<file path="config.mk">
export PLATFORM = sky130hd
export DESIGN_NAME = count_controller
export DESIGN_NICKNAME = d
export VERILOG_FILES = /design/src/rtl/count_controller.sv
export SDC_FILE = /design/constraint.sdc
export NUM_CORES = 1
export LEC_CHECK = 0
export ABC_AREA = 0
export CAP_MARGIN = 25
export CORE_MARGIN = 2
export CORE_UTILIZATION = 50
export DETAILED_ROUTE_END_ITERATION = 6
export DONT_BUFFER_PORTS = 1
export GPL_TIMING_DRIVEN = 0
export PLACE_DENSITY_LB_ADDON = 0.2
export SLEW_MARGIN = 5
export SYNTH_ARGS = -nofsm -noshare
export SYNTH_HDL_FRONTEND = slang
export SYNTH_SLANG_ARGS = --single-unit
</file>
<file path="constraint.sdc">
create_clock -name clk -period 5.1 [get_ports clk]
set_input_delay 0.765 -clock clk [delete_from_list [all_inputs] [get_ports clk]]
set_output_delay 0.765 -clock clk [all_outputs]
set_load 0.02 [all_outputs]
</file>
<file path="src/rtl/count_controller.sv">
// rtl/count_controller.sv - prescaled up/down/bounce/one-shot count controller with run/pause/step FSM
module count_controller #(
  parameter int CNT_W = 4,
  parameter int PRE_W = 32
) (
  input  logic             clk,
  input  logic             rst,
  input  logic [4:0]       s,
  input  logic [1:0]       mode,
  input  logic             start,
  input  logic             stop,
  input  logic             step,
  output logic [CNT_W-1:0] cnt,
  output logic             tick,
  output logic             ud,
  output logic [1:0]       state,
  output logic             done
);

  localparam logic [1:0] IDLE  = 2'd0;
  localparam logic [1:0] RUN   = 2'd1;
  localparam logic [1:0] PAUSE = 2'd2;
  localparam logic [1:0] DONE  = 2'd3;

  localparam logic [1:0] M_UP     = 2'd0;
  localparam logic [1:0] M_DOWN   = 2'd1;
  localparam logic [1:0] M_BOUNCE = 2'd2;

  localparam logic [CNT_W-1:0] CNT_ONE  = CNT_W'(1);
  localparam logic [CNT_W-1:0] CNT_ONES = {CNT_W{1'b1}};
  localparam logic [PRE_W-1:0] PRE_ONE  = PRE_W'(1);

  logic [1:0]       state_q, state_d;
  logic [CNT_W-1:0] cnt_q, cnt_d;
  logic             ud_q, ud_d;
  logic             tick_q, tick_d;
  logic             done_q, done_d;
  logic [PRE_W-1:0] pre_q, pre_d;
  logic [1:0]       mode_q, mode_d;
  logic [4:0]       s_q, s_d;

  logic [PRE_W-1:0] pre_max;
  logic             pre_en;
  logic             adv;

  // Next-state: FSM commands first, then prescaler counting, then the advance itself
  always_comb begin
    state_d = state_q;
    cnt_d   = cnt_q;
    ud_d    = ud_q;
    pre_d   = pre_q;
    mode_d  = mode_q;
    s_d     = s_q;
    tick_d  = 1'b0;
    pre_en  = 1'b0;
    adv     = 1'b0;
    pre_max = (PRE_ONE << s_q) - PRE_ONE;

    case (state_q)
      IDLE: begin
        if (start && !stop) begin
          state_d = RUN;
          mode_d  = mode;
          s_d     = s;
          pre_d   = '0;
          cnt_d   = (mode == M_DOWN) ? CNT_ONES : '0;
          ud_d    = (mode != M_DOWN);
        end
      end
      RUN: begin
        if (stop) begin
          state_d = PAUSE;
        end else begin
          pre_en = 1'b1;
        end
      end
      PAUSE: begin
        if (stop) begin
          state_d = IDLE;
          cnt_d   = '0;
          pre_d   = '0;
          ud_d    = 1'b1;
        end else if (start) begin
          // The resume edge is already a counting cycle, continuing from the held prescaler
          state_d = RUN;
          pre_en  = 1'b1;
        end else if (step) begin
          adv = 1'b1;
        end
      end
      default: begin
        if (stop) begin
          state_d = IDLE;
          cnt_d   = '0;
          pre_d   = '0;
          ud_d    = 1'b1;
        end else if (start) begin
          state_d = RUN;
          cnt_d   = '0;
          pre_d   = '0;
          s_d     = s;
        end
      end
    endcase

    if (pre_en) begin
      if (pre_q == pre_max) begin
        pre_d = '0;
        adv   = 1'b1;
      end else begin
        pre_d = pre_q + PRE_ONE;
      end
    end

    if (adv) begin
      tick_d = 1'b1;
      s_d    = s;
      case (mode_q)
        M_UP:   cnt_d = cnt_q + CNT_ONE;
        M_DOWN: cnt_d = cnt_q - CNT_ONE;
        M_BOUNCE: begin
          if (ud_q) begin
            if (cnt_q == CNT_ONES) begin
              ud_d  = 1'b0;
              cnt_d = CNT_ONES - CNT_ONE;
            end else begin
              cnt_d = cnt_q + CNT_ONE;
            end
          end else begin
            if (cnt_q == '0) begin
              ud_d  = 1'b1;
              cnt_d = CNT_ONE;
            end else begin
              cnt_d = cnt_q - CNT_ONE;
            end
          end
        end
        default: begin
          cnt_d = cnt_q + CNT_ONE;
          if (cnt_q == CNT_ONES - CNT_ONE) begin
            state_d = DONE;
          end
        end
      endcase
    end

    done_d = (state_d == DONE);
  end

  // State registers with synchronous active-low reset
  always_ff @(posedge clk) begin
    if (!rst) begin
      state_q <= IDLE;
      cnt_q   <= '0;
      ud_q    <= 1'b1;
      tick_q  <= 1'b0;
      done_q  <= 1'b0;
      pre_q   <= '0;
      mode_q  <= 2'd0;
      s_q     <= 5'd0;
    end else begin
      state_q <= state_d;
      cnt_q   <= cnt_d;
      ud_q    <= ud_d;
      tick_q  <= tick_d;
      done_q  <= done_d;
      pre_q   <= pre_d;
      mode_q  <= mode_d;
      s_q     <= s_d;
    end
  end

  assign cnt   = cnt_q;
  assign tick  = tick_q;
  assign ud    = ud_q;
  assign state = state_q;
  assign done  = done_q;

endmodule

</file>
---- Word level (Yosys, flattened, before mapping) ----
Cells that the tools add are included.
Widths: inputs -> output; s select.
operators by class
  add/subtract/negate cells ............... 4
  equality and inequality tests ........... 18
  shift operators ......................... 1
  mux-type cells .......................... 50
  reductions and logical operators ........ 14
operator list
  cell                   number
  $mux 32                6
  $pmux 32 s3            1
  $mux 4                 9
  $add 32x1->32 const B  1
  $eq 32x32->1           1
  $shl 1x5->32 const A   1
  $sub 32x1->32 const B  1
  $mux 5                 4
  $mux 1                 17
  $mux 2                 7
  $ne 3x3->1 const B     4
  $pmux 4 s3             1
  $reduce_and 4->1       3
  $pmux 5 s2             1
  $eq 4x4->1 const B     2
  $pmux 4 s2             1
  $reduce_bool 4->1      2
  $eq 2x1->1 const B     3
  $eq 2x2->1 const B     3
  $add 4x1->4 const B    1
  $logic_not 2->1        2
  $logic_not 4->1        1
  $ne 2x1->1 const B     2
  $ne 2x2->1 const B     2
  10 further kinds       11
storage, ports and cells
  flip-flop bits (word level) ............. 48
  bits of input ports ..................... 12
  output and inout port bits .............. 9
  logic and storage cells ................. 95

---- Depth between registers and ports, before layout ----
Gate-level depths: netlist (run 1).
  depth in word-level cells ............... 8
  mapped depth ............................ 19
  depth with buffers taken out ............ 11

---- Least setup slack after synthesis (run 1) ----
OpenSTA, ideal clock, no wires.
  kind .................................... register to register
  start ................................... register s_q[3]
  end ..................................... register cnt_q[1] (netlist: cnt[1])
  setup time .............................. 0.142 ns
  data arrival time ....................... 3.737 ns
  data required time ...................... 4.958 ns
  setup slack ............................. 1.221 ns
  stages on the path, launching flop included .. 17
  path buffers ............................ 5
  clock period less this slack ............ 3.879 ns
  cell sequence ........................... dfxtp_1 -> buf_2 -> buf_4 -> buf_4 -> clkbuf_1 -> nor2_1 -> nand3_1 -> ha_1 -> clkbuf_1 -> inv_1 -> or3_1 -> and4_1 -> or2_2 -> or4_1 -> or4_1 -> a21oi_1 -> a211oi_1
on the way
  longest elaborated chain between the ends .. 7
  elaborated cells on any way between the ends .. 11
  classes of those cells .................. add/sub (1); eq/ne (4); shift (1); mux (3); reduce/logical (2)
RTL lines
  what                                                       RTL line  text
  from (decl)                                                40        logic [4:0] s_q, s_d;
  from (signal assigned)                                     160       s_q <= 5'd0;
  from (signal assigned)                                     169       s_q <= s_d;
  $shl 1x5->32 (*)                                           57        pre_max = (PRE_ONE << s_q) - PRE_ONE;
  $sub 32x1->32 (*)                                          57
  $eq 32x32->1 (*)                                           107       if (pre_q == pre_max) begin
  $mux 1 (*)                                                 107
  $mux 1 (*)                                                 106       if (pre_en) begin
  $ne 3x3->1 (no source line), or another cell as far along  -
  $reduce_and 4->1 (no source line)                          -
  to (signal assigned)                                       163       cnt_q <= cnt_d;
  to (decl)                                                  34        logic [CNT_W-1:0] cnt_q, cnt_d;
Every way passes the cells marked *; elsewhere a longest branch is shown, timed or not.
A chain may end at the register's enable or synchronous reset.

---- Worst setup path after layout (run 1) ----
  start ................................... register s_q[3]
  end ..................................... register pre_q[31]
on the way
  longest elaborated chain between the ends .. 5
RTL lines
  what                  RTL line  text
  $shl 1x5->32          57
  $sub 32x1->32         57
  $eq 32x32->1          107
  $mux 32               107
  $mux 32               106
  to (signal assigned)  167       pre_q <= pre_d;
  to (decl)             38        logic [PRE_W-1:0] pre_q, pre_d;
No other way between the ends.

==> metrics.cfg, run 1 <==
[global_route]
grt_max_degree=15
first_global_vias=4021
gr-total-overflow=0
grt_pass1_wl_um=20500
grt_antenna_before_repair=0
grt_usage_pct=28.9

[setup_path]
rrSetupSlack_ns=0.30
timing.rr.start=s_q[3]
worstPathCellList=buf_2, buf_4, buf_4, clkbuf_1, nor2_1, nand3_1, ha_1, inv_1, a21oi_1, xnor3_1, or4b_2, nor4_1, a311oi_2, buf_4, buf_4, buf_4, a22o_1
cp-endpoint=pre_q[31]
crit_path_start=s_q[3]
critPathSlowestCell=or4b_2
critical_path.startpoint_type=flop
crit_path_end_kind=flop
reg2reg_to=pre_q[31]
arrival_ns=5.02
path_buf_inv=8
cp.depth=17
slowest_delay_ns=0.60
r2r_cells=17
required_ns=5.32
critPathKind=flop to flop
cp_max_fo=10
crit_top_cell=buf_4
path_delay_family=buffers and inverters

[sta]
rsz0062_at_grt=no
fin_crit_sh_pct=94.1
fin_skew_ns=0.0160
worst_slew_pin_slew_ns=0.755
fmax_ghz=0.208
maxSlewHeadroom_pct=49.0
whs_ns=0.547
fin_crit_ns=4.80
finalSetupViolations=0
drv_slew=0
finalHoldViolCount=0
tns_ns=0

[cts]
cts_max_level=2
clk_pin_slew_ns=0.11
cts.repair.resized=0
clk_path_buf_depth=2
postCtsSetupRepairBufs=0
cts-root-buf=clkbuf_8
cts.sinks=48
cts_tree=built
clk_latency_ns=0.31
hold_buffers=0
numCtsBuffers=5

[power]
power.density_nw_per_um2=217
power.leakage_nw=1.67
p_int_mw=0.657
ir_worst_vdd_mv=0.120
finalPower_mw=0.972
seq_power_share_pct=40.1
netSwitchingPower_mw=0.315
pwr-share-clk_pct=32.5
power_frac_comb_pct=27.5
swShare_pct=32.4

[synth]
synthMuxAreaShare_pct=1.93
synth_compound_area_share_pct=26.3
synth_nets=595
netlist_area_um2=4220
yosys.area_share.simple_pct=31.9
synth_top_area_share_pct=22.8
ys_types=75
synth_edf_count=0
synth_fa_ha_area_share_pct=3.26
synth_xor_area_share_pct=6.61
synth_area_leaders=dfxtp_1 23%, a21oi_1 5.1%, nand2_1 4.8%
synth_top_family_by_area=simple AND/OR/NAND/NOR gates
ys_warn_count=0
synth_top_area_cell=dfxtp_1
ys_ff_latch=48
synth.avg_cell_area_um2=7.38
async_flop_share_pct=0
ys_seq_area_share_pct=22.8
syn_inst=572
synthFlopType=dfxtp_1

[worst_hold_path]
min_path_cells=1
min_path_type=flop to flop

[floorplan]
die_y_um=95.9
rows=33
die_w_um=95.9
core-area_um2=8220
start_util_pct=51.4
design.die.area_um2=9190
boundaryPins=21

[flow_run]
max_cap_viol_count=0

[placed_design]
gp_congestion=1.00
place_inst=677
dp_hpwl_um=9700
numPortBuffers=0

[layout]
layout-drive-gt1-share_pct=7.93
final_cell_mix=54 x nand2_1, 48 x dfxtp_1, 43 x a21oi_1
final_cells=685
nets=602
layout_commonest_cell=nand2_1
syn_to_final_growth_pct=6.19
antennaDiodeCount=0
final_util_pct=54.6

[routing]
wire_per_inst_um=18.9
drt_iter0_drc=372
drc=0
drt_wl_total_um=12900
drt_pass1_iterations=5
ant_nets=0
dr_total_vias=4477
via_per_inst=6.54

[status]
status=completed

-- sequential cells by signal (all words and copies together), names as in the netlist --
register  flops
ud            1
pre_q        32
done          1
tick          1
state         2
mode_q        2
s_q           5
cnt           4
-- cell families after synthesis --
| kind of cell | Yosys count |
|---|---|
| flops | 48 |
| compound gates | 164 |
| mux | 8 |
| buf+inv | 69 |
| xor+xnor | 27 |
| fa+ha+maj | 11 |
| simple gates | 245 |
-- metal layers --
metal  track usage, %  up-vias  routed length [µm]
li1                 -     2149                   -
met1             41.0     2121                6220
met2             45.3      175                5520
met3             3.45       32                 778
met4             10.1        0                 397
met5                0        -                   0
-- power groups by stage --
| stage | Clock (mW) | Combinational (mW) | Sequential, mW |
|---|---|---|---|
| floorplan | 0 | 0.199 | 0.397 |
| detailed placement | 0 | 0.258 | 0.398 |
| global route | 0.333 | 0.288 | 0.391 |
| CTS | 0.317 | 0.259 | 0.390 |
| finish | 0.315 | 0.267 | 0.390 |
| global placement | 0 | 0.254 | 0.398 |
-- cell usage after synthesis (4+ instances only) --
cell type  instances
a41oi_1            4
nor4b_1            6
dfxtp_1           48
a22o_1             9
ha_1              11
buf_2             12
inv_1             22
a211oi_1           9
nor2_1            33
o21ai_0           25
mux2i_1            7
o211ai_1          10
nand2b_1           9
buf_4              6
xor2_1             9
a21oi_1           43
nand2_1           54
or2b_1             5
nor3_1            16
nor3b_1            4
a31oi_1           17
xnor2_1           15
nor4_1             6
or2_2              5
and2_1             5
or3_1              8
and4_1             5
clkbuf_1          25
nor2b_1            7
nand3_1           34
or4_1              8
nand4_1            6
and3_1            19
o31ai_1            5
-- per-stage QoR --
stage	cell area, µm²	worst slack [ns]
after floorplan	4220	1.22
after global placement	4350	0.0744
after detailed placement	4350	0.108
after CTS	4480	0.0722
after global routing	4480	0.0268
final	4480	0.299
-- final cells by class --
| class | count | area [µm²] |
|---|---|---|
| Fill cell | 801 | 3730 |
| Multi-Input combinational cell | 455 | 2960 |
| Sequential cell | 48 | 961 |
| Buffer | 46 | 219 |
| Tap cell | 105 | 131 |
| Clock buffer | 7 | 96.3 |
| Inverter | 22 | 82.6 |
| Clock inverter | 1 | 30.0 |
| Timing Repair Buffer | 1 | 7.51 |
-- worst min path at each step --
stage | from | end | slack [ns]
after global placement | pre_q[23] | pre_q[23] | 0.50
after detailed placement | pre_q[2] | pre_q[2] | 0.51
after global routing | pre_q[2] | pre_q[2] | 0.55
final | pre_q[2] | pre_q[2] | 0.55
after CTS | pre_q[2] | pre_q[2] | 0.54
after floorplan | pre_q[22] | pre_q[22] | 0.47
(Power assumes the default switching activity.)
==> inputs of run 2 (changes only) <==
--- a/config.mk
+++ b/config.mk
@@ -8,7 +8,7 @@
 export ABC_AREA = 0
 export CAP_MARGIN = 25
 export CORE_MARGIN = 2
-export CORE_UTILIZATION = 50
+export CORE_UTILIZATION = 60
 export DETAILED_ROUTE_END_ITERATION = 6
 export DONT_BUFFER_PORTS = 1
 export GPL_TIMING_DRIVEN = 0
==> run 2 against run 1 <==
Effect of this change: sequential power barely moved; first-iteration DRC count rose by 14%; sequential cell count did not move; global-route usage rose by 5.1 points; register-to-register slack improved by 0.28 ns; total power rose by 2.7%; worst hold slack improved by 0.0060 ns; maximum frequency rose by 6.1%; die area fell by 16%; largest power group unchanged; setup slack improved by 0.28 ns; routed wire length fell by 1.0%.
==> metrics.cfg, run 2 (synthesis gave the netlist of run 1 again) <==
[routing]
drt_iter0_drc=425  ; +14%
drt_pass1_iterations=7  ; +2
drt_wl_total_um=12800  ; -1.0%
drt-met1-wl_um=5610  ; -9.8%
wl_met3_um=1140  ; +47%
wire_per_inst_um=18.9  ; +0.46%
via_per_inst=6.76  ; +3.4%
ant_nets=0  ; unchanged
drc=0  ; unchanged
top_layer_used=met4
dr_total_vias=4560  ; +1.9%
wl_met2_um=5650  ; +2.2%

[setup_path]
reg2reg_to=cnt[3]
required_ns=5.30  ; -0.02 ns
critical_path.startpoint_type=flop
cp_max_fo=10  ; unchanged
cp-endpoint=cnt[3]
crit_path_end_kind=flop
crit_path_start=s_q[4]
timing.rr.start=s_q[4]
rrSetupSlack_ns=0.58  ; +0.28 ns
arrival_ns=4.72  ; -0.30 ns
critPathKind=flop to flop
r2r_cells=14  ; -3

[global_route]
gr-total-overflow=0  ; unchanged
grt_max_degree=17  ; +2
grt_usage_pct=34.0  ; +5.1 points
first_global_vias=4139  ; +2.9%
grt_antenna_before_repair=0  ; unchanged
grt_pass1_wl_um=20400  ; -0.37%

[sta]
finalHoldViolCount=0  ; unchanged
rsz0062_at_grt=no
fin_crit_sh_pct=88.7  ; -5.4 points
drv_slew=0  ; unchanged
fmax_ghz=0.221  ; +6.1%
worst_slew_pin_slew_ns=0.835  ; +0.0802 ns
fin_crit_ns=4.52  ; -0.276 ns
tns_ns=0  ; unchanged
whs_ns=0.553  ; +0.00602 ns
fin_skew_ns=0.00836  ; -0.00765 ns
maxSlewHeadroom_pct=43.6  ; -5.4 points
finalSetupViolations=0  ; unchanged

[layout]
top_register=pre_q
final_cells=675  ; -1.5%
layout-drive-gt1-share_pct=7.94  ; +0.014 points
final_cell_mix=54 x nand2_1, 48 x dfxtp_1, 43 x a21oi_1
syn_to_final_growth_pct=6.11  ; about the same
antennaDiodeCount=0  ; unchanged
largest_reg_flops=32  ; unchanged
layout_commonest_cell=nand2_1
nets=601  ; -0.17%

[placed_design]
place_inst=668  ; -1.3%
numPortBuffers=0  ; unchanged
gp_congestion=1.04  ; +3.3%
dp_hpwl_um=9640  ; -0.61%

[flow_run]
max_cap_viol_count=0  ; unchanged

[cts]
cts.sinks=48  ; unchanged
hold_buffers=0  ; unchanged
cts_tree=built
clk_latency_ns=0.31  ; about the same
cts.repair.resized=0  ; unchanged
cts-root-buf=clkbuf_8
numCtsBuffers=5  ; unchanged
cts_max_level=2  ; unchanged
clk_path_buf_depth=2  ; unchanged
clk_pin_slew_ns=0.10  ; about the same
postCtsSetupRepairBufs=0  ; unchanged

[floorplan]
rows=30  ; -9.1%
start_util_pct=62.1  ; +11 points
die_w_um=87.9  ; -8.3%
design.die.area_um2=7720  ; -16%
boundaryPins=21  ; unchanged
core-area_um2=6790  ; -17%
die_y_um=87.9  ; -8.3%

[power]
power.leakage_nw=1.68  ; +0.19%
power.density_nw_per_um2=223  ; +2.7%
ir_worst_vdd_mv=0.139  ; +16%

[status]
status=completed

[worst_hold_path]
min_path_type=flop to flop

-- run 2: cell types whose count changed in the layout (fill, tap and decap cells not counted) --
cell | previous run | this run
clkbuf_8 | 7 | 5
bufinv_16 | 1 | 2
clkbuf_1 | 24 | 23
inv_6 | 0 | 1
-- run 2: worst max-delay path: stages, from the launching register on --
cell      delay [ns]
dfxtp_1         0.39
buf_2           0.25
buf_2           0.27
buf_2           0.27
nor2_1          0.10
nand3_1         0.09
ha_1            0.41
inv_1           0.24
or3_1           0.41
and4_1          0.21
or2_2           0.29
or4_1           0.50
nor4_2          0.36
nor2_1          0.27
a211oi_1        0.35
-- run 2: power breakdown --
group,internal (mW),switching [mW]
clock network,0.198,0.146
logic,0.103,0.162
registers,0.380,0.00933
-- run 2: layer usage --
metal  vias up  GRT usage [%]
met2       211           53.7
met5         -              0
met3        34           6.03
met1      2168           46.9
li1       2147              -
met4         0           11.7
-- run 2: worst min-delay path by stage --
stage / startpoint / end / slack, ns / depth (start not counted)
final: pre_q[2] / pre_q[2] / 0.55 / 1
after global routing: s[3] / s_q[3] / 0.58 / 2
after CTS: pre_q[22] / pre_q[22] / 0.55 / 1
after detailed placement: pre_q[22] / pre_q[22] / 0.52 / 1
after global placement: pre_q[23] / pre_q[23] / 0.51 / 1
after floorplan: pre_q[22] / pre_q[22] / 0.47 / 1
-- run 2: final cells by class --
type,instances,area (µm²)
multi-input cells,455,2960
fillers,610,2310
flip-flops and latches,48,961
plain buffers,45,215
well taps,96,120
inverters,22,82.6
clock buffers,5,68.8
clock inverters,3,68.8
repair buffers,1,7.51
-- run 2: metrics by stage --
| step | worst slack, ns | area (µm²) | power, mW | utilization, % |
|---|---|---|---|---|
| 4_1_cts | 0.0869 | 4480 | 0.994 | 65.9 |
| 5_1_grt | 0.294 | 4480 | 1.04 | 65.9 |
| 3_3_place_gp | 0.0625 | 4340 | 0.651 | 63.9 |
| 2_1_floorplan | 1.22 | 4220 | 0.596 | - |
| 3_5_place_dp | 0.0965 | 4340 | 0.655 | 63.9 |
| 6_report | 0.576 | 4480 | 0.998 | 65.9 |
==> patch 1, RTL diff (settings of run 2) <==
`s_q` no longer has a reset.
--- a/src/rtl/count_controller.sv
+++ b/src/rtl/count_controller.sv
@@ -158,5 +158,4 @@
       pre_q   <= '0;
       mode_q  <= 2'd0;
-      s_q     <= 5'd0;
     end else begin
       state_q <= state_d;
@@ -167,6 +166,9 @@
       pre_q   <= pre_d;
       mode_q  <= mode_d;
-      s_q     <= s_d;
     end
+  end
+
+  always_ff @(posedge clk) begin
+    s_q <= s_d;
   end
 
Function: same outputs for any inputs over 4 cycles, from zero or initial values and one cycle with rst low; that may be too few to reach the edited logic, so the function may still have changed.
==> patch 1 against run 2 <==
Synthesized area down 4.5%. Worst setup slack improved by 0.086 ns. Cell count shrank 7.3%. Routed wire length shrank 5.2%. Sequential cell count is the same. Design area down 4.9%. Power decreased by 13%. Count of clock-buffer cells in the layout grew 1. Critical path depth stayed put. Largest cell class unchanged.
==> patch 1: results (changes against run 2) <==
* Iteration-0 DRC count of the detailed router at 393 (-7.5%)
* Fillers at 585 (-4.1%)
* Status: complete, no violations
* Distinct cells, synth at 73 (-2.7%)
* Routed len/inst at 19.4 um (+2.2%)
* PD cells at 203 mW/mm2 (-8.9%)
* Final nets at 571 (-5.0%)
* Crit path max-delay cell type: a211oi_1
* FF-to-FF setup slack at 0.66 ns (+0.09 ns)
* Routed vias/inst at 6.96 (+3.0%)
* Leak pwr at 0.00148 uW (-12%)
* Gr usage total at 0.339 (-0.00122)
* Synth top area share at 0.214 (-0.0141)
* Gpl congestion at 1.02 (-1.1%)
* Layout cells sized above 1 at 0.0674 (-0.0121)
* Vias in the first global route at 4,116 (-0.56%)
* Least-Margin Pin Slew at 0.833 ns (-0.00205 ns)
* Post-DP HPWL at 8950 um (-7.2%)
* Largest cells by area after synthesis: dfxtp_1 (21%), nand2_1 (4.7%), nand3_1 (4.2%)
* First-pass GRT wire length at 20,200 um (-1.1%)
* Number of synthesized flops with an enable pin at 5 (+5)
* Most frequent cells after synthesis: nand2_1 (51), dfxtp_1 (43), nand3_1 (34)
* DP Worst Slack at 0.742 ns (+0.645 ns)
* Worst vdd ir at 141 uV (+1.1%)
* CP peak stage delay at 0.45 ns (-0.05 ns)
==> patch 1: final cells by class <==
class | count | share of cell area
buffer | 44 | 0.0535
clock buffer | 6 | 0.0220
clock inverter | 2 | 0.00910
inverter | 25 | 0.0220
multi-input combinational | 424 | 0.633
sequential | 48 | 0.237
tap | 77 | 0.0226
==> patch 1: worst paths after layout <==
kind | end | startpoint | cells past startpoint
setup reg to reg | s_q[1]$_DFFE_PP_ | s_q[0]$_DFFE_PP_ | 14
hold reg to reg | pre_q[1]$_SDFFE_PN0P_ | pre_q[1]$_SDFFE_PN0P_ | 2
setup / recovery | s_q[1]$_DFFE_PP_ | s_q[0]$_DFFE_PP_ | 14
hold / removal | s_q[3]$_DFFE_PP_ | s[3] | 0
==> patch 1: worst reg2reg max path: stages (launching register included) <==
cell and delay, ns:
edfxtp_1 0.40, clkbuf_1 0.35, buf_2 0.32, nor3_1 0.11, nand2_1 0.11, ha_1 0.23
clkbuf_1 0.41, o21ai_0 0.17, a211oi_1 0.39, o21ai_0 0.14, a211oi_1 0.45, nand4_1 0.17
o31ai_2 0.35, buf_4 0.24, o21bai_1 0.26
==> patch 1: layer usage <==
layer	wire length, um	track usage
met1	5000	0.445
met2	5840	0.564
met3	923	0.0510
met4	348	0.121
met5	0	0
==> patch 1: cells by family (layout without fill, tap and decap cells) <==
group,after synthesis,count (layout),share of synthesized area
AND/OR/NAND/NOR,211,211,0.277
flip-flops,48,48,0.251
adder cells (fa/ha/maj),11,11,0.0341
buffers and inverters,69,77,0.0798
multiplexers,6,6,0.0149
AO/OA/AOI/OAI,177,177,0.302
XOR/XNOR,19,19,0.0413
==> patch 1: through the flow <==
step	cells	hold WS (ns)	instance area, um2
CTS	626	0.538	4260
detailed placement	618	0.518	4130
floorplan	541	0.468	4030
global placement	618	0.504	4130
global route	626	0.536	4260
finish	626	0.544	4260
==> patch 1: power breakdown <==
group,leakage (uW),internal (uW),total [uW],switching (uW)
logic,0.00102,48.2,136,87.6
clock network,0.0000669,178,331,152
registers,0.000394,387,399,11.5
==> patch 2, RTL diff (settings of run 2) <==
Made on the original files. `CNT_W`: 4 -> 6.
--- a/src/rtl/count_controller.sv
+++ b/src/rtl/count_controller.sv
@@ -1,5 +1,5 @@
 // rtl/count_controller.sv - prescaled up/down/bounce/one-shot count controller with run/pause/step FSM
 module count_controller #(
-  parameter int CNT_W = 4,
+  parameter int CNT_W = 6,
   parameter int PRE_W = 32
 ) (
Interface: changed (resized cnt); port bits go from 21 to 23. The function was not compared with the original's and may differ.
==> patch 2 against run 2 <==
The flow now finishes with violations (design-rule violations). Synthesized cell count down 4.2%. Worst setup slack better by 0.32 ns. Sequential cell count up 2. Power down 4.3%. Sequential share of layout area up 2.2 points. Design area down 5.4%. Routed wire length down 10%. Maximum frequency up 7.6%. Clock skew down 0.0025 ns. Count of clock-buffer cells in the layout up 1. Synthesized area down 4.8%. Largest power group unchanged.
==> patch 2: results (changes against run 2) <==
* Cell count of the worst hold path at 2 (+1)
* Syn_nets at 572 (-3.9%)
* Comb power frac at 0.272 (+0.006)
* Final nets at 581 (-3.3%)
* Met1 Use GR at 0.465 (-0.00389)
* Reg-to-reg critical path endpoint: pre_q[10]$_SDFFE_PN0P_
* Worst Hold End: mode_q[1]$_SDFFE_PN0P_
* Gr usage total at 0.312 (-0.0286)
* Hold_sp: mode_q[1]$_SDFFE_PN0P_
* Routed len/inst at 18.1 um (-4.6%)
* Status: finished, violations left
* Gpl congestion at 1.03 (-0.51%)
* DP Worst Slack at 1.09 ns (+0.993 ns)
* Count of flip-flops and latches at 50 (+4.2%)
* # DRC at 1 (+1)
* Delay-heaviest family, CP: buffers and inverters
* Clock-cell share at 0.0260 (-0.00474)
* First-pass GRT wire length at 18,500 um (-9.6%)
* Worst slew margin at 0.303 (-0.132)
* Leak pwr at 0.00153 uW (-8.9%)
* Most frequent cells after synthesis: nor2_1 (69), nand2_1 (53), dfxtp_1 (50)
* DR WL met3 at 1340 um (+17%)
* Iteration-0 DRC count of the detailed router at 417 (-1.9%)
* Fillers at 553 (-9.3%)
* Distinct cells, synth at 65 (-13%)
* Sequential power share at 0.426 (+0.036)
* Violated checks: design-rule violations
* Non-Clock Buffer Count at 38 (-17%)
* Inverter count at 20 (-9.1%)
* Vias in the first global route at 3,729 (-9.9%)
-- patch 2: how the worst max path moves through the flow --
stage                                    from                     end  slack (ns)  cells past startpoint
after global routing      s_q[0]$_SDFFE_PN0P_  pre_q[10]$_SDFFE_PN0P_        0.53                     15
after floorplan           s_q[3]$_SDFFE_PN0P_   pre_q[7]$_SDFFE_PN0P_        1.88                     14
after global placement    s_q[3]$_SDFFE_PN0P_     cnt[5]$_SDFFE_PN0P_        1.05                     11
after detailed placement  s_q[0]$_SDFFE_PN0P_  pre_q[10]$_SDFFE_PN0P_        1.09                     15
final                     s_q[0]$_SDFFE_PN0P_  pre_q[10]$_SDFFE_PN0P_        0.90                     15
after CTS                 s_q[0]$_SDFFE_PN0P_  pre_q[10]$_SDFFE_PN0P_        1.06                     15
-- patch 2: logic make-up (layout without fill, tap and decap cells) --
kind of cell | after synthesis | after routing | synth area share
adder cells (fa/ha/maj) | 12 | 12 | 0.0373
flip-flops | 50 | 50 | 0.249
buffers and inverters | 56 | 66 | 0.0604
XOR/XNOR | 46 | 46 | 0.100
AO/OA/AOI/OAI | 129 | 129 | 0.221
AND/OR/NAND/NOR | 247 | 247 | 0.312
multiplexers | 8 | 8 | 0.0202
-- patch 2: per-stage QoR --
| step | utilization | hold slack, ns | area [um2] | std cells |
|---|---|---|---|---|
| after floorplan | - | 0.494 | 4020 | 548 |
| after global placement | 0.641 | 0.545 | 4120 | 625 |
| after detailed placement | 0.642 | 0.552 | 4120 | 626 |
| after CTS | 0.659 | 0.578 | 4230 | 634 |
| after global routing | 0.660 | 0.598 | 4240 | 635 |
| final | 0.660 | 0.581 | 4240 | 635 |
